**src/rtl/pipe_stage_skid.sv**
```systemverilog
`timescale 1ns/1ps
// Pipeline stage register with valid/ready handshake and a two-entry skid buffer, plus forwarding tap and stall counter.
// Latency: 1 cycle from accept to out_valid when empty (or when draining); sustains one transfer per cycle.
// Backpressure: in_ready is a flop equal to "skid empty"; it never depends combinationally on out_ready.
//
// Ports:
//   clk, rst                  rising-edge clock, asynchronous active-high reset
//   flush                     synchronous clear of both entries, highest priority
//   in_valid/in_ready         upstream handshake; in_ctrl/in_rd/in_data carry the entry
//   out_valid/out_ready       downstream handshake; out_ctrl/out_rd/out_data present the main entry
//   fwd_valid/fwd_rd/fwd_data forwarding tap decoded from the main entry (valid only for register writes)
//   stall_cnt                 saturating count of cycles with out_valid & !out_ready
module pipe_stage_skid #(
    parameter int                DATA_W   = 16,
    parameter int                CTRL_W   = 8,
    parameter logic [CTRL_W-1:0] CTRL_RST = 8'h01,
    parameter int                RD_W     = 4,
    parameter int                WE_BIT   = 1,
    parameter int                CNT_W    = 16
) (
    input  logic              clk,
    input  logic              rst,
    input  logic              flush,
    input  logic              in_valid,
    output logic              in_ready,
    input  logic [CTRL_W-1:0] in_ctrl,
    input  logic [RD_W-1:0]   in_rd,
    input  logic [DATA_W-1:0] in_data,
    output logic              out_valid,
    input  logic              out_ready,
    output logic [CTRL_W-1:0] out_ctrl,
    output logic [RD_W-1:0]   out_rd,
    output logic [DATA_W-1:0] out_data,
    output logic              fwd_valid,
    output logic [RD_W-1:0]   fwd_rd,
    output logic [DATA_W-1:0] fwd_data,
    output logic [CNT_W-1:0]  stall_cnt
);

    typedef enum logic [1:0] {
        S_EMPTY = 2'd0,
        S_ONE   = 2'd1,
        S_TWO   = 2'd2
    } state_t;

    localparam logic [CNT_W-1:0] CNT_MAX = {CNT_W{1'b1}};

    state_t             state;
    logic [CTRL_W-1:0]  skid_ctrl;
    logic [RD_W-1:0]    skid_rd;
    logic [DATA_W-1:0]  skid_data;

    // Main entry lives directly in the out_* flops; skid holds the entry that
    // arrived while main was stalled. Empty entries hold the reset pattern so
    // the forwarding tap can never see a stale register-write bit.
    always_ff @(posedge clk or posedge rst) begin
        if (rst) begin
            state     <= S_EMPTY;
            in_ready  <= 1'b1;
            out_valid <= 1'b0;
            out_ctrl  <= CTRL_RST;
            out_rd    <= '0;
            out_data  <= '0;
            skid_ctrl <= CTRL_RST;
            skid_rd   <= '0;
            skid_data <= '0;
        end else if (flush) begin
            // Any drain this cycle still completes downstream; offered input is dropped.
            state     <= S_EMPTY;
            in_ready  <= 1'b1;
            out_valid <= 1'b0;
            out_ctrl  <= CTRL_RST;
            out_rd    <= '0;
            out_data  <= '0;
            skid_ctrl <= CTRL_RST;
            skid_rd   <= '0;
            skid_data <= '0;
        end else begin
            case (state)
                S_EMPTY: begin
                    if (in_valid) begin
                        state     <= S_ONE;
                        out_valid <= 1'b1;
                        out_ctrl  <= in_ctrl;
                        out_rd    <= in_rd;
                        out_data  <= in_data;
                    end
                end
                S_ONE: begin
                    // in_ready is 1 here, so accept == in_valid and drain == out_ready.
                    case ({out_ready, in_valid})
                        2'b11: begin
                            out_ctrl <= in_ctrl;
                            out_rd   <= in_rd;
                            out_data <= in_data;
                        end
                        2'b10: begin
                            state     <= S_EMPTY;
                            out_valid <= 1'b0;
                            out_ctrl  <= CTRL_RST;
                            out_rd    <= '0;
                            out_data  <= '0;
                        end
                        2'b01: begin
                            state     <= S_TWO;
                            in_ready  <= 1'b0;
                            skid_ctrl <= in_ctrl;
                            skid_rd   <= in_rd;
                            skid_data <= in_data;
                        end
                        default: ;
                    endcase
                end
                S_TWO: begin
                    if (out_ready) begin
                        state     <= S_ONE;
                        in_ready  <= 1'b1;
                        out_ctrl  <= skid_ctrl;
                        out_rd    <= skid_rd;
                        out_data  <= skid_data;
                        skid_ctrl <= CTRL_RST;
                        skid_rd   <= '0;
                        skid_data <= '0;
                    end
                end
                default: begin
                    state     <= S_EMPTY;
                    in_ready  <= 1'b1;
                    out_valid <= 1'b0;
                    out_ctrl  <= CTRL_RST;
                    out_rd    <= '0;
                    out_data  <= '0;
                end
            endcase
        end
    end

    // Flush deliberately leaves the counter alone; only rst clears it.
    always_ff @(posedge clk or posedge rst) begin
        if (rst) begin
            stall_cnt <= '0;
        end else if (out_valid && !out_ready && (stall_cnt != CNT_MAX)) begin
            stall_cnt <= stall_cnt + 1'b1;
        end
    end

    assign fwd_valid = out_valid & out_ctrl[WE_BIT];
    assign fwd_rd    = out_rd;
    assign fwd_data  = out_data;

endmodule

```
**config.mk**
```make
export PLATFORM = sky130hd
export DESIGN_NAME = pipe_stage_skid
export DESIGN_NICKNAME = d
export VERILOG_FILES = /design/src/rtl/pipe_stage_skid.sv
export SDC_FILE = /design/constraint.sdc
export NUM_CORES = 1
export LEC_CHECK = 0
export BUFFER_PORTS_ARGS = -buffer_cell sky130_fd_sc_hd__buf_2
export CAP_MARGIN = 20
export CORE_ASPECT_RATIO = 1.1
export CORE_UTILIZATION = 45
export DETAILED_ROUTE_END_ITERATION = 8
export PLACE_DENSITY = 0.82
export SLEW_MARGIN = 20
export SYNTH_ARGS = -nofsm -noshare
export SYNTH_HDL_FRONTEND = slang
export SYNTH_SLANG_ARGS = --single-unit
```
**constraint.sdc**
```tcl
create_clock -name clk -period 2.2 [get_ports clk]
set_input_delay 0.11 -clock clk [delete_from_list [all_inputs] [get_ports clk]]
set_output_delay 0.11 -clock clk [all_outputs]
set_load 0.005 [all_outputs]
```
-- Word-level counts from Yosys, hierarchy flattened
Cells that the tools add are included.
- flip-flop bits (word level): 76
- input bits: 33
- output and inout port bits: 67
- logic and storage cells: 76
- add/subtract/negate cells: 1
- eq/ne operators: 14
- muxes and demuxes: 40
- bitwise logic cells: 1
- reduce and logical (&&, ||, !) cells: 10
- operator list (cell ; number):
    $mux 16 ; 6
    $pmux 16 s2 ; 2
    $mux 8 ; 6
    $pmux 16 s3 ; 1
    $pmux 8 s2 ; 2
    $mux 4 ; 6
    $pmux 8 s3 ; 1
    $add 16x1->16 const B ; 1
    $ne 16x16->1 const B ; 1
    $pmux 4 s2 ; 2
    $reduce_and 3->1 ; 5
    $pmux 4 s3 ; 1
    $ne 3x3->1 const B ; 3
    $eq 2x2->1 const B ; 3
    $mux 1 ; 6
    $mux 2 ; 3
    $pmux 1 s3 ; 2
    $pmux 2 s3 ; 1
    $eq 2x1->1 const B ; 2
    $ne 2x2->1 const B ; 2
    $ne 4x2->1 const B ; 1
    $ne 4x3->1 const B ; 1
    $pmux 2 s2 ; 1
    $ne 3x2->1 const B ; 1
    5 further kinds ; 6

-- Depth between registers and ports, before layout
Gate-level depths: netlist of the first run.
- depth in word-level cells: 4
- mapped depth: 8
- depth with buffers taken out: 5

-- Worst setup path before layout of the first run
Ideal clock, no wire load.
- kind: reg-to-reg
- start: register stall_cnt[0]
- end: register stall_cnt[1]
- setup time: 0.125 ns
- arrival time: 1.734 ns
- required time: 2.075 ns
- path slack: 0.341 ns
- stages on the path, launching flop included: 7
- path buffers: 1
- period minus slack after synthesis: 1.859 ns
- cells stage by stage: dfrtp_1 ha_1 nand4_1 or4_1 buf_2 and2_4 mux2_4
- cells in the longest elaborated chain, start to end: 2
- elaborated cells on any way between the ends: 3
- those cells by class: 1 x add/sub; 1 x eq/ne; 1 x reduce/logical
- RTL lines (element ; line ; RTL):
    from (decl) ; 37 ; output logic [CNT_W-1:0] stall_cnt
    from (signal assigned) ; 143 ; stall_cnt <= stall_cnt + 1'b1;
    branches (longest 2 deep; another with $add 16x1->16) ; -- ;
Parallel ways; which one is timed is not known.
A chain may end at the register's enable or synchronous reset.

-- Worst setup path in the final report of the first run
- start: register stall_cnt[1]
- end: register stall_cnt[1]
The elaborated chain is that of the path after synthesis.

==> results of run 1 <==
layer usage:
metal | global-route usage | up-vias | routed length, µm
li1 | - | 1398 | -
met1 | 0.277 | 1429 | 3720
met2 | 0.341 | 98 | 3930
met3 | 0.0398 | 13 | 360
met4 | 0.0944 | 0 | 130
met5 | 0 | - | 0
timing repair:
| item | in CTS | in global routing |
|---|---|---|
| resized for setup | 0 | 0 |
| hold buffers | 8 | 0 |
| hold endpoints to repair | 34 | 0 |
worst paths after layout:
check / to / slack, ns / cells after the start
max: stall_cnt[1] / 0.19 / 5
min: skid_ctrl[1] / 0.01 / 3
max reg2reg: stall_cnt[1] / 0.19 / 5
min reg2reg: skid_ctrl[6] / 0.49 / 2
max in group asynchronous: fwd_rd[3] / 1.02 / 4
min in group asynchronous: stall_cnt[15] / 0.42 / 3
cells in the mapped netlist (3+ instances only):
cell | n | area (µm²)
a21oi_1 | 4 | 20.0
a22oi_1 | 27 | 203
buf_2 | 7 | 35.0
buf_4 | 20 | 150
clkbuf_1 | 14 | 52.6
dfrtp_1 | 73 | 1830
dfstp_2 | 3 | 78.8
mux2i_1 | 3 | 30.0
nand2_1 | 62 | 233
nand2b_1 | 3 | 18.8
nand3_1 | 8 | 40.0
nand3b_1 | 3 | 22.5
nor2_1 | 8 | 30.0
nor2b_1 | 5 | 31.3
nor3_1 | 5 | 25.0
nor4_1 | 3 | 18.8
o21ai_0 | 26 | 130
o2bb2ai_1 | 28 | 245
xnor2_1 | 6 | 52.6
xor2_1 | 5 | 43.8
metrics by stage:
stage / power, µW / instance area [µm²] / util / instances / hold slack, ns
floorplan: 2000 / 3560 / - / 346 / 0.237
global placement: 2200 / 4060 / 0.537 / 520 / 0.260
detailed placement: 2230 / 4060 / 0.537 / 520 / 0.259
CTS: 3200 / 4310 / 0.570 / 544 / 0.00214
global route: 3350 / 4320 / 0.571 / 544 / 0.0119
finish: 3170 / 4320 / 0.571 / 544 / 0.0150
worst max-delay path: stages, from the launching register on:
cell and delay [ns]:
dfrtp_1 0.42, ha_1 0.22, nand4_1 0.12, or4_1 0.62, and2_4 0.23, mux2_4 0.29
area by class of cell:
type / instances / share of cell area
clock buffer: 10 / 0.0296
clock inverter: 6 / 0.0107
inverter: 1 / 0.000870
multi-input combinational: 226 / 0.331
sequential: 76 / 0.442
tap: 105 / 0.0304
timing repair buffer: 120 / 0.156
state kept, by name (all words and copies together), names as in the netlist:
signal,cells
skid_rd,4
out_valid,1
skid_ctrl,8
fwd_data,16
state,2
fwd_rd,4
stall_cnt,16
in_ready,1
out_ctrl,8
skid_data,16
kinds of logic (layout without fill, tap and decap cells):
family | Yosys count | after routing
compound gates | 98 | 98
mux | 6 | 6
xor+xnor | 11 | 11
buf+inv | 44 | 137
flops | 76 | 76
simple gates | 110 | 110
fa+ha+maj | 1 | 1
power by group through the flow:
stage | Combinational [µW] | Sequential [µW] | Clock [µW]
CTS | 551 | 1670 | 976
global route | 611 | 1690 | 1050
detailed placement | 539 | 1690 | 0
global placement | 519 | 1680 | 0
floorplan | 326 | 1680 | 0
finish | 546 | 1670 | 954
==> impl_summary.md, run 1 <==
Placement
The pre-CTS setup slack is 0.203 ns. The final RePlAce weighted congestion is about 0.86. Port buffering added 99 buffers.

Summed over all nets, the half-perimeter wirelength after detailed placement is 5570 µm.

Timing
The worst clock skew is 0.0116 ns. The minimum period implied by the final worst setup slack is 2.01 ns. The worst-margin pin slew is 0.678 ns. Dividing the final minimum period by the clock period gives 0.912.

Setup violations remaining at the end of the flow were counted as 0. The max-slew violation count is 0. Setup total negative slack on the finished layout was measured at 0 ns. The number of hold violations in the final report came to 0.

Headroom to the max-slew limit came out at 0.547. Setup slack closes at approximately 0.19 ns. For this run, the top clock speed supported by timing is ~0.5 GHz. Setup repair after global routing left no endpoint under its margin.

Power
The share of total power dissipated in combinational logic is 0.172. The maximum resistive drop on vdd is approximately 360 µV. Of the total power, the clock network draws 0.301.

The reported net switching power is 956 µW. The portion of total power attributed to sequential cells is 0.527. The switching power share of the total is 0.302. In this run the power density over the cells is 734 nW/µm².

Cell internal power was estimated by the tool at ~2200 µW. In this run the static leakage power is 0.00214 µW.

Die
The initial standard-cell utilization of the core is 0.471. The die boundary height is 95.2 µm. Row generation in the floorplan step produced 33 rows.

The boundary pin count is 100. The floorplan step defined a die boundary enclosing between 8000 and 9000 µm². The core box area is 7560 µm². From left edge to right edge, the die measures 86.8 µm.

Cells and area
Leaving out fill and tap cells, the most frequent cells in the layout are buf_2, dfrtp_1, nand2_1. The area taken by multi-input logic gates is between 1000 and 1500 µm². In the final layout, the share of cells above drive strength 1 is 0.323. The area overhead of the layout relative to synthesis is 21.4%. Across the whole layout, storage elements account for 1910 µm².

0 antenna diodes ended up in the layout. Leaving out fill and tap cells, the most frequent cell in the layout is buf_2. The final net count is 468. The count of filler cells inserted in the layout is 657.

Clock network
The number of sinks handled by clock tree synthesis is 76. No sink is reached through more buffers than the 2 on the longest clock path. The master cell of the clock root buffer is clkbuf_8.

TritonCTS built the clock tree. The clock latency reported for the late side of the worst-skew pair is around 0.34 ns. The clock tree synthesis step divided the H-tree into 3 levels.

The number of post-CTS setup repair buffers is 0. The total clock buffers created by CTS is 9. The clock-pin slew of the registers on the worst-case setup and hold paths is 0.08 ns.

Yosys
The average footprint of a synthesized cell is between 10 and 15 µm². The proportion of synthesized chip area in sequential cells is 0.536. The leading register cell type out of synthesis is dfrtp_1. The post-synthesis instance total is 346. For this run, the number of Yosys warnings is 0.

The synthesis-stage register bit count is 76. The fraction of the mapped netlist area in simple logic gates is 0.147. The portion of synthesized area spent on multiplexers is 0.0190. After synthesis, the share of flip-flops with an asynchronous set or reset is 1.00. Of the total synthesized cell area, the portion taken by XOR and XNOR cells is 0.0271. The area fraction in compound gates after synthesis was 0.198.

When the netlist entered floorplanning its net count stood at 380. By area, the combinational part of the netlist is dominated by compound AO/OA/AOI/OAI gates. The number of flops mapped to enable cells by yosys is 0.

In this run, distinct cell masters in the synthesized netlist total 44. The combined area of all synthesized cells is 3560 µm². The arithmetic-cell share of the synthesized area counting full adders, half adders and majority gates is 0.00352.

Drt
The number of DRC markers in iteration 0 is 159. Summing over every cut layer, the via total after detailed routing is ~2900. The via-per-instance ratio is roughly 5.4. The first-pass iteration count of the detailed router is 4.

The wire length per cell is 15.0 µm. The final wirelength is 8140 µm. In the routed design, unresolved DRC markers number 0. The number of routed nets with antenna violations is 0.

Worst hold path
The classification of the worst-slack hold path is input pin to register. The worst hold path begins at in_ctrl[1].

Global routing
The total global routing overflow is 0. Entering global routing, the biggest net connects 34 pins. The initial antenna violation count came to 0. The global-route usage over all layers is 0.211. The via count of the first global-routing pass was 2825.

The first global-routing pass estimated 13400 µm of wire.

Critical path
The arrival time reported for the critical path endpoint is 2.24 ns. STA classifies the critical path endpoint as a register. Along the worst path, the maximum fanout reaches 8. By startpoint and endpoint, the worst setup path is classified as register to register.

The startpoint identified for the worst register-to-register timing path is stall_cnt[1]. The worst setup path is launched from a register. Tracing the worst setup path back leads to its startpoint at stall_cnt[1]. STA puts the critical path data required time at 2.43 ns.

Status
The flow ran to the end, and the final reports show no timing, DRC or antenna violations.

Run
The number of maximum-capacitance violations is 0.
(Power assumes the default switching activity.)
==> inputs of run 2 (changes only) <==
- ABC_AREA: unset -> 1
- CORE_UTILIZATION: 45 -> 54
- PLACE_DENSITY: 0.82 -> 0.92
==> impl_summary.md, run 2 <==
Status
The run finished with clean final reports.

Timing
The worst clock skew is 0.00859 ns (-0.00296 ns). The headroom to the max-slew limit is 0.549 (+0.00193). The minimum period implied by the final worst setup slack came to 1.79 ns (-0.219 ns). The timing-limited maximum frequency was 0.559 GHz (+12%). The worst-margin pin slew was 0.676 ns (-0.00190 ns). The number of hold violations in the final report is 0 (unchanged).

The final setup TNS came to 0 ns (unchanged). The max-slew violation count is 0 (unchanged). The setup slack of the critical path after layout is 0.413 ns (+0.219 ns). The post-route worst hold slack is 0.0199 ns (+0.00493 ns). The total setup violations reported at the end of the flow is 0 (unchanged).

The fraction of the cycle the final worst path needs is 0.812 (-0.0996). Setup repair after global routing left no endpoint under its margin.

Yosys
By area the synthesized netlist is led by dfrtp_1, nand2_1, nand3_1. In the synthesized netlist, the cells that appear most often are nand2_1, dfrtp_1, nand3_1. Among all cell types in the netlist, the one instantiated most often is nand2_1. The combined area of all synthesized cells is 4150 µm² (+17%). The xor-xnor portion of the synthesized cell area is 0.0127 (-0.0144). The fraction of registers with async set or reset after synthesis was 1.00 (unchanged). The arithmetic-cell share of the synthesized area counting full adders, half adders and majority gates is 0.00301 (-0.000504). The area fraction in compound gates after synthesis is 0.0519 (-0.146).

The leading register cell type out of synthesis is dfrtp_1. The synthesis-stage register bit count was 76 (unchanged). The number of flops mapped to enable cells by yosys is 0 (unchanged). The area share of the leading cell type in the synthesized netlist was 0.440 (-0.0736).

The number of nets in the synthesized netlist came to 580 (+53%). The number of warnings reported in the yosys synthesis log came to 0 (unchanged). The post-synthesis instance total is 546 (+58%).

The average footprint of a synthesized cell is 7.60 µm² (-26%). The unique cell type count in the Yosys netlist is 31 (-30%). The fraction of the mapped netlist area in simple logic gates is 0.367 (+0.220). The combinational family with the most area after synthesis is simple AND/OR/NAND/NOR gates. dfrtp_1 takes more of the synthesized area than any other cell.

The portion of netlist area occupied by mux cells is 0 (-0.0190). The proportion of synthesized chip area in sequential cells is 0.459 (-0.0767).

Die
The boundary pin count came to 100 (unchanged). The core box area came to 7430 µm² (-1.6%). The initial standard-cell utilization of the core is 0.558 (+0.0878). The cell row count was 33 (unchanged). The horizontal extent of the die came to 85.6 µm (-1.3%). The full die area was 8040 µm² (-2.7%). The die boundary height was 93.9 µm (-1.3%).

Drt
The final wirelength was 9410 µm (+16%). The post-route DRC violation count is 0 (unchanged). The number of DRC markers in iteration 0 is 263 (+65%).

The first-pass iteration count of the detailed router is 5 (+1). The vias after detailed routing is 3832 (+30%). The via-per-instance ratio is 5.39 (-0.21%). The wire length per cell was 13.2 µm (-12%). The number of routed nets with antenna violations is 0 (unchanged).

Critical path
The worst path required time is 2.44 ns (about the same). The arrival time reported for the critical path endpoint is 2.03 ns (-0.21 ns). The worst stage delay on the critical path is 0.43 ns (-0.19 ns). STA classifies the critical path startpoint as a register. The worst setup path is captured at a register. In this design, the critical path's most frequently occurring cell is nand2_1. Walking the worst path, the cells encountered are inv_2 -> nand2_1 -> nor2_2 -> nand2_1 -> inv_2 -> nor2_8 -> inv_4 -> nand2_1 -> nand2_1. The slowest cell on the critical path is dfrtp_1. The type of the worst setup path is register to register. The largest fanout on the critical path was 29 (+21).

Clock network
The number of sinks handled by clock tree synthesis is 76 (unchanged). The quantity of hold-fixing buffers added after cts is 1 (-7). The number of buffers on the longest clock path came to 2 (unchanged). The number of post-CTS setup repair buffers came to 0 (unchanged).

The TritonCTS clock tree is yes. The master cell of the clock root buffer is clkbuf_8. The number of gates resized after cts is 0 (unchanged).

The total clock buffers created by CTS is 9 (unchanged). The clock-pin slew of the registers on the worst-case setup and hold paths came to 0.08 ns (about the same). The number of levels in the clock H-tree is 3 (unchanged). The clock latency reported for the late side of the worst-skew pair came to 0.35 ns (about the same).

Cells and area
The area occupied by registers is 1910 µm² (unchanged). Leaving out fill and tap cells, the most frequent cell in the layout is nand2_1. The count of filler cells inserted in the layout is 629 (-4.3%).

The share of post-route cells with drive strength above 1 is 0.242 (-0.0815). The total non-filler cell area in the finished layout is 4750 µm² (+10%). The area taken by multi-input logic gates is 1810 µm² (+27%). The final net count came to 653 (+40%). The antenna cell count came to 0 (unchanged). In the layout the commonest cells are nand2_1, buf_2, dfrtp_1. Compared with the post-synthesis result, the final layout area differs by 14.4%.

Global routing
The wire length of the first global-routing pass is 15800 µm (+18%). The global-route usage over all layers came to 0.251 (+0.0400). The via count of the first global-routing pass is 3607 (+28%). The initial antenna violation count is 0 (unchanged). The pin count of the biggest net entering global routing is 57 (+68%). The total global routing overflow is 0 (unchanged).

Power
The reported leakage power is 0.00262 µW (+23%). The overall power is 3780 µW (+19%). The maximum resistive drop on vdd is 485 µV (+35%). The power density over the cells was 796 nW/µm² (+8.4%).

Placement
The instance area at placement came to 4510 µm² (+11%). The pre-CTS setup slack was 0.433 ns (+0.230 ns). The final RePlAce weighted congestion is 0.946 (+10%). The number of buffers inserted by port buffering came to 99 (unchanged). The post-detailed-placement half-perimeter wirelength was 6320 µm (+13%).

Run
The number of maximum-capacitance violations is 0 (unchanged).

Worst hold path
The min-delay analysis places its worst path in the category input pin to register.
[run 2: kinds of logic (layout without fill, tap and decap cells)]
kind of cell / after synthesis / count (layout)
and+or+nand+nor: 350 / 350
buffers and inverters: 73 / 151
adders and majority gates: 1 / 1
DFF: 76 / 76
xor gates and xnor gates: 6 / 6
AOI/OAI and AO/OA: 40 / 40
[run 2: stage by stage]
step,std cells,utilization
6_report,711,0.639
5_1_grt,711,0.639
4_1_cts,711,0.639
3_5_place_dp,694,0.606
3_3_place_gp,694,0.606
2_1_floorplan,546,-
[run 2: path summary, 6_finish.rpt]
path	endpoint	start	cells past startpoint	slack, ns
max	fwd_data[9]	state[1]	9	0.41
min	skid_ctrl[6]	in_ctrl[6]	3	0.02
max reg2reg	fwd_data[9]	state[1]	9	0.41
min reg2reg	out_ctrl[4]	out_ctrl[4]	2	0.48
max in group asynchronous	in_ready	rst	4	1.12
min in group asynchronous	fwd_data[1]	rst	3	0.37
[run 2: layout make-up]
class | instances | share of cell area
sequential | 76 | 0.401
multi-input combinational | 397 | 0.381
timing repair buffer | 107 | 0.123
clock buffer | 11 | 0.0277
inverter | 28 | 0.0229
tap | 87 | 0.0229
clock inverter | 5 | 0.0211
[run 2: metal layers]
metal / share of wire / up-vias / track usage / routed length (µm)
met2: 0.48 / 159 / 0.423 / 4560
met4: 0.026 / 0 / 0.129 / 249
met3: 0.067 / 23 / 0.0562 / 635
met5: 0 / - / 0 / 0
met1: 0.42 / 1794 / 0.301 / 3970
li1: - / 1856 / - / -
[run 2: critical path, delay by kind of cell (launching register included)]
| kind | cells | cell delay, ns |
|---|---|---|
| buffers and inverters | 3 | 0.37 |
| flip-flops | 1 | 0.43 |
| AND/OR/NAND/NOR | 6 | 0.87 |
[run 2: power breakdown]
group / internal, µW / total (µW) / switching, µW
clock: 751 / 1250 / 498
sequential: 1600 / 1750 / 155
combinational: 315 / 778 / 462
total: 2660 / 3780 / 1110
==> inputs of run 3 (changes only) <==
- clock period: 2.2 -> 1.8 ns (I/O delays scaled with it)
==> impl_summary.md, run 3 (synthesized netlist as in run 2, its figures left out) <==
Status
The run finished with clean final reports.

Critical path
The arrival time reported for the critical path endpoint was 1.89 ns (-0.14 ns). The reg2reg setup slack is 0.15 ns (-0.26 ns). The worst path required time is 2.04 ns (-0.40 ns). The startpoint identified for the worst register-to-register timing path is state[0].

The endpoint identified for the worst register-to-register timing path is fwd_data[5]. STA classifies the critical path endpoint as a register. The launch point of the worst path is state[0]. The critical path ends at fwd_data[5].

The worst setup path is launched from a register. The critical path is of the register to register type. The worst-case reg-to-reg path depth is 9 (unchanged).

The largest fanout on the critical path is 28 (-3.4%).

Die
The initial standard-cell utilization of the core is 0.558 (unchanged). The full die area is 8040 µm² (unchanged). The horizontal extent of the die is 85.6 µm (unchanged). The die boundary height is 93.9 µm (unchanged).

The boundary pin count is 100 (unchanged). The cell row count is 33 (unchanged). The core box area is 7430 µm² (unchanged).

Timing
The timing-limited maximum frequency is 0.607 GHz (+8.4%). The post-route worst hold slack is 0.00614 ns (-0.0138 ns). Setup repair after global routing left no endpoint under its margin.

The final setup TNS is 0 ns (unchanged). The max-slew violation count is 0 (unchanged). The fraction of the cycle the final worst path needs came to 0.916 (+0.104). The total setup violations reported at the end of the flow is 0 (unchanged). The headroom to the max-slew limit is 0.564 (+0.0150). The worst clock skew is 0.00655 ns (-0.00204 ns). The number of hold violations in the final report was 0 (unchanged).

The minimum period implied by the final worst setup slack is 1.65 ns (-0.139 ns). The worst-margin pin slew is 0.652 ns (-0.0238 ns).

Cells and area
The most common cell after layout, fill and taps aside is nand2_1. The antenna cell count is 0 (unchanged). The top cell types in the final layout, fill and taps aside, are nand2_1, buf_2, dfrtp_1. The total non-filler cell area in the finished layout was 4930 µm² (+3.8%).

The area overhead of the layout relative to synthesis is 18.7%. The final net count is 670 (+2.6%). The share of post-route cells with drive strength above 1 was 0.251 (+0.00918). The count of filler cells inserted in the layout is 596 (-5.2%).

Drt
The post-route DRC violation count is 0 (unchanged). The number of routed nets with antenna violations was 0 (unchanged). The final wirelength is 10100 µm (+7.5%).

The vias after detailed routing is 3889 (+1.5%). The via-per-instance ratio was 5.34 (-0.88%). The wire length per cell was 13.9 µm (+5.0%). The number of DRC markers in iteration 0 came to 270 (+2.7%). The first-pass iteration count of the detailed router is 5 (unchanged).

Global routing
The wire length of the first global-routing pass is 16800 µm (+6.2%). The global-route usage over all layers is 0.267 (+0.0164). The pin count of the biggest net entering global routing is 57 (unchanged).

The via count of the first global-routing pass is 3696 (+2.5%). The total global routing overflow is 0 (unchanged). The initial antenna violation count is 0 (unchanged).

Power
The reported leakage power is 0.00270 µW (+2.9%). The power density over the cells is 972 nW/µm² (+22%). The maximum resistive drop on vdd was 482 µV (-0.71%).

Clock network
The total clock buffers created by CTS was 9 (unchanged). The TritonCTS clock tree is yes. The clock latency reported for the late side of the worst-skew pair was 0.35 ns (about the same). The tree is rooted in a clkbuf_8.

The number of sinks handled by clock tree synthesis is 76 (unchanged). The number of buffers on the longest clock path came to 2 (unchanged). The number of levels in the clock H-tree is 3 (unchanged). The clock-pin slew of the registers on the worst-case setup and hold paths is 0.08 ns (about the same).

Run
The number of maximum-capacitance violations is 0 (unchanged).

Placement
The number of buffers inserted by port buffering was 99 (unchanged). The instance area at placement is 4550 µm² (+0.94%). The post-detailed-placement half-perimeter wirelength was 6710 µm (+6.1%). The final RePlAce weighted congestion is 0.836 (-12%).

Worst hold path
The path class of the tightest hold or removal check is input pin to register.
[run 3: cell count changes in the layout (fill, tap and decap cells not counted), sizes merged]
cell         change
nor2             +1
buf              +7
clkbuf           +1
clkinvlp         +1
clkinv           -2
dlygate4sd3      +9
[run 3: per-stage QoR]
step | total power, µW | util | worst slack, ns | instances
floorplan | 2860 | - | 0.302 | 546
global placement | 3070 | 0.612 | 0.124 | 701
detailed placement | 3130 | 0.612 | 0.0431 | 701
CTS | 4770 | 0.658 | 0.00759 | 726
global route | 5030 | 0.663 | 0.0228 | 728
finish | 4790 | 0.663 | 0.151 | 728
[run 3: area by class of cell]
class                   instances  area (µm²)  share of cell area
clock buffers                  12         155              0.0315
clock inverters                 4        95.1              0.0193
inverters                      28         114              0.0231
multi-input cells             398        1840               0.373
flip-flops and latches         76        1910               0.387
well taps                      87         109              0.0221
repair buffers                123         713               0.145
[run 3: how the worst min path moves through the flow]
stage	startpoint	to	slack, ns	cells past startpoint
final	in_data[2]	skid_data[2]	0.006	3
after global routing	in_ctrl[5]	skid_ctrl[5]	0.0008	3
after CTS	in_data[6]	skid_data[6]	0.004	3
after detailed placement	rst	stall_cnt[10]	0.22	2
after global placement	rst	stall_cnt[10]	0.21	2
after floorplan	in_ctrl[3]	skid_ctrl[3]	0.23	2
[run 3: repair_timing]
| action | 4_1_cts | 5_1_grt |
|---|---|---|
| buffers inserted | 0 | 0 |
| hold buffers | 9 | 1 |
| endpoints found under the hold margin | 33 | 1 |
| gates resized for setup | 0 | 4 |
| endpoints found under the setup margin | 0 | 41 |
[run 3: worst max-delay path, cell delays in order, from the launching register on]
cell and delay, ns:
dfrtp_1 0.46, inv_2 0.08, nand2_2 0.08, nor2_1 0.06, nand2_2 0.10, nand2_4 0.10, nor2_8 0.30, inv_6 0.16
nand2_1 0.12, nand2_1 0.07
[run 3: power breakdown]
part / internal, µW / switching (µW)
registers: 1950 / 197
logic: 412 / 591
clock network: 996 / 641
[run 3: layer usage]
layer | vias up | track usage | share of wire
met5 | - | 0 | 0
met2 | 159 | 0.461 | 0.51
met3 | 19 | 0.0668 | 0.065
met1 | 1818 | 0.316 | 0.41
li1 | 1893 | - | -
met4 | 0 | 0.114 | 0.019
